===== config.mk =====
export PLATFORM = sky130hd
export DESIGN_NAME = mem_access_unit_flat
export DESIGN_NICKNAME = d
export VERILOG_FILES = /design/src/rtl/mem_access_unit_if.sv /design/src/rtl/mem_access_unit.sv /design/src/flat_wrapper.sv
export SDC_FILE = /design/constraint.sdc
export NUM_CORES = 1
export LEC_CHECK = 0
export ABC_CLOCK_PERIOD_IN_PS = 6300
export CAP_MARGIN = 5
export CORE_MARGIN = 5
export CORE_UTILIZATION = 46
export CTS_BUF_LIST = sky130_fd_sc_hd__clkbuf_16
export DETAILED_ROUTE_END_ITERATION = 7
export PLACE_DENSITY = 0.85
export SLEW_MARGIN = 25
export SYNTH_ARGS = -nofsm -noshare
export SYNTH_HDL_FRONTEND = slang
export SYNTH_SLANG_ARGS = --single-unit

===== constraint.sdc =====
create_clock -name CLK -period 6.3 [get_ports CLK]
set_input_delay 1.575 -clock CLK [delete_from_list [all_inputs] [get_ports CLK]]
set_output_delay 1.575 -clock CLK [all_outputs]
set_load 0.05 [all_outputs]

===== src/rtl/mem_access_unit_if.sv =====
// Pipeline-side and memory-bus signals of the EX_MEM load/store unit.
// The master modport is the unit's view; the slave modport is the pipeline/memory side.
interface mem_access_unit_if;
    // Pipeline (EX_MEM) side
    logic        IValid;
    logic        IMemRead;
    logic        IMemWrite;
    logic [15:0] IAddr;
    logic [15:0] IWData;
    logic        OStall;
    logic        ODone;
    logic [15:0] OReadData;
    logic        OErr;
    logic [1:0]  OErrCode;

    // Memory bus side
    logic        MemReq;
    logic        MemWe;
    logic [15:0] MemAddr;
    logic [15:0] MemWData;
    logic [15:0] MemRData;
    logic        MemAck;

    modport master (
        input  IValid, IMemRead, IMemWrite, IAddr, IWData, MemRData, MemAck,
        output OStall, ODone, OReadData, OErr, OErrCode,
               MemReq, MemWe, MemAddr, MemWData
    );

    modport slave (
        output IValid, IMemRead, IMemWrite, IAddr, IWData, MemRData, MemAck,
        input  OStall, ODone, OReadData, OErr, OErrCode,
               MemReq, MemWe, MemAddr, MemWData
    );
endinterface


===== src/rtl/mem_access_unit.sv =====
// MEM-stage access unit: stalls the pipeline while a 16-bit load/store runs on a
// request/ack memory bus, with alignment, conflict and ack-timeout error reporting.
module mem_access_unit #(
    parameter int unsigned TIMEOUT = 15
) (
    input  logic               CLK,
    input  logic               Reset,
    mem_access_unit_if.master  bus
);

    typedef enum logic [1:0] {
        IDLE   = 2'd0,
        ACCESS = 2'd1,
        DONE   = 2'd2
    } state_e;

    localparam logic [7:0] LAST_WAIT = 8'(TIMEOUT - 1);

    localparam logic [1:0] ERR_NONE      = 2'b00;
    localparam logic [1:0] ERR_MISALIGN  = 2'b01;
    localparam logic [1:0] ERR_TIMEOUT   = 2'b10;
    localparam logic [1:0] ERR_READWRITE = 2'b11;

    state_e      state_q, state_d;
    logic        mem_req_q, mem_req_d;
    logic        mem_we_q, mem_we_d;
    logic [15:0] mem_addr_q, mem_addr_d;
    logic [15:0] mem_wdata_q, mem_wdata_d;
    logic [15:0] rdata_q, rdata_d;
    logic        err_q, err_d;
    logic [1:0]  err_code_q, err_code_d;
    logic [7:0]  wait_cnt_q, wait_cnt_d;

    logic op;
    logic rw_both;
    logic illegal;

    assign op      = bus.IValid & (bus.IMemRead | bus.IMemWrite);
    assign rw_both = bus.IMemRead & bus.IMemWrite;
    assign illegal = op & (bus.IAddr[0] | rw_both);

    always_ff @(posedge CLK or posedge Reset) begin
        if (Reset) begin
            state_q     <= IDLE;
            mem_req_q   <= 1'b0;
            mem_we_q    <= 1'b0;
            mem_addr_q  <= 16'h0000;
            mem_wdata_q <= 16'h0000;
            rdata_q     <= 16'h0000;
            err_q       <= 1'b0;
            err_code_q  <= ERR_NONE;
            wait_cnt_q  <= 8'd0;
        end else begin
            state_q     <= state_d;
            mem_req_q   <= mem_req_d;
            mem_we_q    <= mem_we_d;
            mem_addr_q  <= mem_addr_d;
            mem_wdata_q <= mem_wdata_d;
            rdata_q     <= rdata_d;
            err_q       <= err_d;
            err_code_q  <= err_code_d;
            wait_cnt_q  <= wait_cnt_d;
        end
    end

    always_comb begin
        state_d     = state_q;
        mem_req_d   = mem_req_q;
        mem_we_d    = mem_we_q;
        mem_addr_d  = mem_addr_q;
        mem_wdata_d = mem_wdata_q;
        rdata_d     = rdata_q;
        err_d       = 1'b0;
        err_code_d  = ERR_NONE;
        wait_cnt_d  = wait_cnt_q;

        case (state_q)
            IDLE: begin
                // A read+write conflict outranks misalignment in the reported code.
                if (illegal) begin
                    state_d    = DONE;
                    err_d      = 1'b1;
                    err_code_d = rw_both ? ERR_READWRITE : ERR_MISALIGN;
                end else if (op) begin
                    state_d     = ACCESS;
                    mem_req_d   = 1'b1;
                    mem_we_d    = bus.IMemWrite;
                    mem_addr_d  = bus.IAddr;
                    mem_wdata_d = bus.IWData;
                    wait_cnt_d  = 8'd0;
                end
            end

            ACCESS: begin
                // Ack is tested first so an ack on the final wait cycle still succeeds.
                if (bus.MemAck) begin
                    state_d   = DONE;
                    mem_req_d = 1'b0;
                    if (!mem_we_q) begin
                        rdata_d = bus.MemRData;
                    end
                end else if (wait_cnt_q == LAST_WAIT) begin
                    state_d    = DONE;
                    mem_req_d  = 1'b0;
                    rdata_d    = 16'h0000;
                    err_d      = 1'b1;
                    err_code_d = ERR_TIMEOUT;
                end else begin
                    wait_cnt_d = wait_cnt_q + 8'd1;
                end
            end

            DONE: begin
                state_d = IDLE;
            end

            default: begin
                state_d   = IDLE;
                mem_req_d = 1'b0;
            end
        endcase
    end

    // Stall is combinational so the requesting instruction is frozen in its first cycle.
    assign bus.OStall    = ~Reset & (((state_q == IDLE) & op) | (state_q == ACCESS));
    assign bus.ODone     = (state_q == DONE);
    assign bus.OErr      = (state_q == DONE) & err_q;
    assign bus.OErrCode  = (state_q == DONE) ? err_code_q : ERR_NONE;
    assign bus.OReadData = rdata_q;

    assign bus.MemReq    = mem_req_q;
    assign bus.MemWe     = mem_we_q;
    assign bus.MemAddr   = mem_addr_q;
    assign bus.MemWData  = mem_wdata_q;

endmodule


===== src/flat_wrapper.sv =====
// flat-port wrapper written by rule: the top's interface ports become plain ports
module mem_access_unit_flat 
#(
    parameter int unsigned TIMEOUT = 15
)
  (CLK, Reset, bus_IValid, bus_IMemRead, bus_IMemWrite, bus_IAddr, bus_IWData, bus_MemRData, bus_MemAck, bus_OStall, bus_ODone, bus_OReadData, bus_OErr, bus_OErrCode, bus_MemReq, bus_MemWe, bus_MemAddr, bus_MemWData);
  mem_access_unit_if bus_i ();
  input  logic CLK;
  input  logic Reset;
  input wire logic [$bits(bus_i.IValid)-1:0] bus_IValid;
  input wire logic [$bits(bus_i.IMemRead)-1:0] bus_IMemRead;
  input wire logic [$bits(bus_i.IMemWrite)-1:0] bus_IMemWrite;
  input wire logic [$bits(bus_i.IAddr)-1:0] bus_IAddr;
  input wire logic [$bits(bus_i.IWData)-1:0] bus_IWData;
  input wire logic [$bits(bus_i.MemRData)-1:0] bus_MemRData;
  input wire logic [$bits(bus_i.MemAck)-1:0] bus_MemAck;
  output wire logic [$bits(bus_i.OStall)-1:0] bus_OStall;
  output wire logic [$bits(bus_i.ODone)-1:0] bus_ODone;
  output wire logic [$bits(bus_i.OReadData)-1:0] bus_OReadData;
  output wire logic [$bits(bus_i.OErr)-1:0] bus_OErr;
  output wire logic [$bits(bus_i.OErrCode)-1:0] bus_OErrCode;
  output wire logic [$bits(bus_i.MemReq)-1:0] bus_MemReq;
  output wire logic [$bits(bus_i.MemWe)-1:0] bus_MemWe;
  output wire logic [$bits(bus_i.MemAddr)-1:0] bus_MemAddr;
  output wire logic [$bits(bus_i.MemWData)-1:0] bus_MemWData;
  assign bus_i.IValid = bus_IValid;
  assign bus_i.IMemRead = bus_IMemRead;
  assign bus_i.IMemWrite = bus_IMemWrite;
  assign bus_i.IAddr = bus_IAddr;
  assign bus_i.IWData = bus_IWData;
  assign bus_i.MemRData = bus_MemRData;
  assign bus_i.MemAck = bus_MemAck;
  assign bus_OStall = bus_i.OStall;
  assign bus_ODone = bus_i.ODone;
  assign bus_OReadData = bus_i.OReadData;
  assign bus_OErr = bus_i.OErr;
  assign bus_OErrCode = bus_i.OErrCode;
  assign bus_MemReq = bus_i.MemReq;
  assign bus_MemWe = bus_i.MemWe;
  assign bus_MemAddr = bus_i.MemAddr;
  assign bus_MemWData = bus_i.MemWData;
  mem_access_unit #(.TIMEOUT(TIMEOUT)) u_core (.CLK(CLK), .Reset(Reset), .bus(bus_i));
endmodule

== After elaboration in Yosys (flattened, before gate mapping) ==
Index checks and enable logic that the tools add are counted.

* Add/subtract/negate cells: 1
* Equal/unequal tests: 10
* Muxes and demuxes: 28
* Bitwise operators: 12
* Reductions and logical operators: 8

{| class="wikitable"
|+ Operators with widths
! cell !! number
|-
| 16-bit two-way mux || 3
|-
| 8-bit two-way mux || 4
|-
| 2-bit two-way mux || 9
|-
| 8-bit one-hot mux with 2 select lines || 1
|-
| 8-bit by 1-bit adder with 8-bit output (second input constant) || 1
|-
| 8-bit by 4-bit equality test with 1-bit output (second input constant) || 1
|-
| 2-bit inequality test (second input constant) || 4
|-
| 2-bit one-hot mux with 2 select lines || 2
|-
| 1-bit two-way mux || 7
|-
| 1-bit bitwise AND || 6
|-
| 3-bit AND reduction || 2
|-
| 5-bit AND reduction || 1
|-
| 4-bit AND reduction || 1
|-
| 2-bit nonzero test || 2
|-
| 3-bit by 1-bit inequality test with 1-bit output (second input constant) || 1
|-
| 3-bit by 2-bit inequality test with 1-bit output (second input constant) || 1
|-
| 1-bit inverter || 3
|-
| 1-bit OR || 3
|-
| 1-bit one-hot mux with 3 select lines || 1
|-
| 2-bit by 1-bit equality test with 1-bit output (second input constant) || 1
|-
| 2-bit equality test (second input constant) || 1
|-
| 2-bit logical NOT || 1
|-
| 2-bit by 1-bit inequality test with 1-bit output (second input constant) || 1
|-
| 1-bit one-hot mux with 2 select lines || 1
|-
| 2-bit AND reduction || 1
|}

* Register bits: 63
* Bits of input ports: 54
* Word-level logic and storage cells: 68

== Depth between registers and ports, before layout ==
* Depth after elaboration: 5
* Gate-level depth with buffers: 7
* Depth with buffers taken out: 6

== Worst setup path before layout ==
OpenSTA, ideal clock, no wires.

* Kind: input -> output
* From: input port bus_IMemWrite
* To: output port bus_OStall
* Data arrival time: 2.861 ns
* Data required time: 4.725 ns
* Path slack: 1.864 ns
* Cell stages on the path: 2
* Buffers on the path: 0
* Cell sequence: o21ai_0 -> a211oi_1

* Cells in the longest elaborated chain, start to end: 5

{| class="wikitable"
|+ Ends and longest elaborated chain
! what !! line !! text
|-
| start, declared || flat_wrapper.sv:12 || <nowiki>input wire logic [$bits(bus_i.IMemWrite)-1:0] bus_IMemWrite;</nowiki>
|-
| 1-bit OR || mem_access_unit.sv:38 || <nowiki>assign op = bus.IValid & (bus.IMemRead | bus.IMemWrite);</nowiki>
|-
| 1-bit bitwise AND || mem_access_unit.sv:38 ||
|-
| 1-bit bitwise AND || mem_access_unit.sv:125 || <nowiki>assign bus.OStall = ~Reset & (((state_q == IDLE) & op) | (state_q == ACCESS));</nowiki>
|-
| 1-bit OR || mem_access_unit.sv:125 ||
|-
| 1-bit bitwise AND || mem_access_unit.sv:125 ||
|-
| end, declared || flat_wrapper.sv:17 || <nowiki>output wire logic [$bits(bus_i.OStall)-1:0] bus_OStall;</nowiki>
|}

Every way passes these cells.

== Final worst setup path ==
Same ends and word-level chain as after synthesis.

==> impl_metrics.env <==
export IMPL_max_slew_margin=0.4933
export IMPL_wl_met1_um=2535
export IMPL_crit_end="bus_OStall"
export IMPL_core_area_um2=5507
export IMPL_end_kind="output port"
export IMPL_ys_top_cells_by_count="63 x dfrtp_1, 28 x mux2_2, 16 x a22o_1, 8 x a21oi_1, 8 x nand3_1"
export IMPL_die_height_um=85.40
export IMPL_crit_path_frequent_cell="clkdlybuf4s50_1"
export IMPL_ctsHoldBuffers=0
export IMPL_synthesis_nets=249
export IMPL_drt_total_wl_um=6223
export IMPL_critPathKind="in2out"
export IMPL_cp_start_kind="primary input"
export IMPL_seq_area_um2=1577
export IMPL_drtAntennaViolNets=0
export IMPL_grt_ovfl_total=0
export IMPL_r2r_end="u_core.wait_cnt_q[3]"
export IMPL_multi_input_area_um2=962.2
export IMPL_netlist_instances=193
export IMPL_worstSkewPairLatency_ps=320
export IMPL_initial_core_util=0.4749
export IMPL_hp_class="reg2reg"
export IMPL_hold_depth=1
export IMPL_synth_async_reset_ratio=1.000
export IMPL_dieArea_um2=7292
export IMPL_synth_top_area_frac=0.6029
export IMPL_synth_distinct_cells=40
export IMPL_ys_seq_elements=63
export IMPL_rsz0062_at_grt="no"
export IMPL_cts_buffers=9
export IMPL_vias=1998
export IMPL_grt_pass1_vias=2131
export IMPL_dp_hpwl_um=4441
export IMPL_critPathBufInv=2
export IMPL_crit_family="buffers and inverters"
export IMPL_reg2regPathDepth=6
export IMPL_clk_path_buf_depth=2
export IMPL_yosysSeqAreaShare=0.6029
export IMPL_gp_congestion=0.8387
export IMPL_clkSlewWorstSetupHoldPaths_ps=50
export IMPL_drv_cap=0
export IMPL_outcome="finished, final reports clean"
export IMPL_cp_cell_sequence="clkdlybuf4s50_1 > o21ai_0 > a211oi_1 > clkdlybuf4s50_1"
export IMPL_max_freq_mhz=201.3
export IMPL_worst_path_stages=4
export IMPL_wl_met3_um=556
export IMPL_die_width_um=85.40
export IMPL_top_layer="met4"
export IMPL_r2r_start="u_core.wait_cnt_q[0]"
export IMPL_viasPerCell=5.258
export IMPL_cp_slowest_cell="clkdlybuf4s50_1"
export IMPL_skew_ps=5.810
export IMPL_timing_hold_ws_ps=480.4
export IMPL_grt_max_degree=64
export IMPL_drc=0
export IMPL_power_density_nw_per_um2=509.3
export IMPL_arrival_ps=3390
export IMPL_num_rows=27
export IMPL_cts_setup_buffers=0
export IMPL_portBuffers=108
export IMPL_drive_gt1_frac=0.1688
export IMPL_syn_to_final_growth_pct=52.78
export IMPL_grt_antenna_before_repair=0
export IMPL_yosysWarningCount=0
export IMPL_htreeDepth=3
export IMPL_synth_edf_count=0
export IMPL_finalCritPeriodShare=0.7887
export IMPL_r2r_setup_slack_ps=4040
export IMPL_postCtsResizedCells=0
export IMPL_syn_area_per_cell_um2=13.55
export IMPL_drv_slew=0
export IMPL_layout_min_cycle_time_ps=4969
export IMPL_crit_fanout=6
export IMPL_wl_per_cell_um=16.38
export IMPL_hold_viol=0
export IMPL_post_synth_top_count_cell="dfrtp_1"
export IMPL_grt_util_all_layers=0.1800
export IMPL_wl_met2_um=3038
export IMPL_ir_drop_uv=319.5
export IMPL_cts_sinks=63
export IMPL_dr_pass1_iters=4
export IMPL_ys_top_cells_by_area="dfrtp_1 60%, mux2_2 12%, a22o_1 5.4%"
export IMPL_nets=360
export IMPL_tightest_slew_ps=760.0
export IMPL_drt_iter0_markers=135
export IMPL_n_fill_cell=377
export IMPL_num_io_pins=109
export IMPL_yosys_most_used_dff="dfrtp_1"
export IMPL_antenna_cells=0
export IMPL_cts_root_buf="clkbuf_16"
export IMPL_setup_violations_final=0
export IMPL_max_stage_delay_ps=850
export IMPL_leakagePower_uw=0.001734
export IMPL_grt_first_pass_wirelength_um=10160
export IMPL_fin_tns_setup_ps=0
export IMPL_cts_tree="built"
export IMPL_required_ps=4720
export IMPL_synth_cell_area_um2=2615
export IMPL_synth_top_cell_by_area="dfrtp_1"
export IMPL_cp_startpoint="bus_IMemWrite"
-- per-stage QoR --
step	instances	power [uW]	worst slack [ps]	utilization	area [um^2]
final	380	2035	1331	0.7255	3995
after global routing	380	2127	1281	0.7255	3995
after CTS	380	2058	1345	0.7255	3995
after detailed placement	365	1626	1351	0.6792	3740
after global placement	365	1612	1412	0.6780	3734
after floorplan	193	1269	1864	-	2615
-- where the power goes --
group / total (uW) / switching [uW] / internal (uW)
clock network: 417 / 159 / 258
registers: 632 / 84.3 / 547
logic: 986 / 623 / 363
total: 2030 / 866 / 1170
-- worst min path at each step --
stage | from | to | slack [ps]
3_5_place_dp | u_core.bus.MemAddr[0] | u_core.bus.MemAddr[0] | 470
3_3_place_gp | u_core.bus.MemAddr[0] | u_core.bus.MemAddr[0] | 470
4_1_cts | u_core.bus.MemAddr[0] | u_core.bus.MemAddr[0] | 490
2_1_floorplan | u_core.wait_cnt_q[5] | u_core.wait_cnt_q[5] | 490
6_report | u_core.bus.MemAddr[0] | u_core.bus.MemAddr[0] | 480
5_1_grt | u_core.bus.OReadData[9] | u_core.bus.OReadData[9] | 510
-- layer usage --
layer  global-route usage  vias to the layer above
met2               0.2910                      102
met3              0.07379                       10
met4              0.06187                        0
li1                     -                      927
met5                    0                        -
met1               0.2176                      959
-- kinds of logic after synthesis --
| group | count (synthesis) | synth area share |
|---|---|---|
| adders and majority gates | 2 | 0.009568 |
| buffers and inverters | 15 | 0.03158 |
| and+or+nand+nor | 37 | 0.08278 |
| DFF | 63 | 0.6029 |
| muxes | 32 | 0.1435 |
| AOI/OAI and AO/OA | 43 | 0.1263 |
| xor gates and xnor gates | 1 | 0.003350 |
-- flip-flops by register name, indices dropped and copies added (netlist names) --
name,flops
u_core.bus.MemAddr,16
u_core.bus.MemReq,1
u_core.bus.MemWData,16
u_core.bus.MemWe,1
u_core.bus.OReadData,16
u_core.err_code_q,2
u_core.err_q,1
u_core.state_q,2
u_core.wait_cnt_q,8
-- cells in the final DEF, fill, tap and decap left out, types with 2 or more instances in the layout --
cell type          n
o21a_1             2
inv_1              6
and2_1             4
a21oi_1            8
nor2b_1            2
a31oi_1            2
a22o_1            16
mux2_4             4
o21ai_0            6
and3_1             2
clkdlybuf4s50_1  108
mux2_2            28
nand2_1            7
clkbuf_16          9
clkinv_2           2
dfrtp_1           63
clkinv_1           2
nor2_1             3
nand3_1            8
ha_1               2
-- layout make-up --
class | count | area share
repair buffers | 109 | 0.2725
clock buffers | 9 | 0.05637
multi-input cells | 115 | 0.2408
clock inverters | 6 | 0.007516
flip-flops and latches | 63 | 0.3946
well taps | 72 | 0.02255
inverters | 6 | 0.005637
Power figures use the tool's default switching activity.
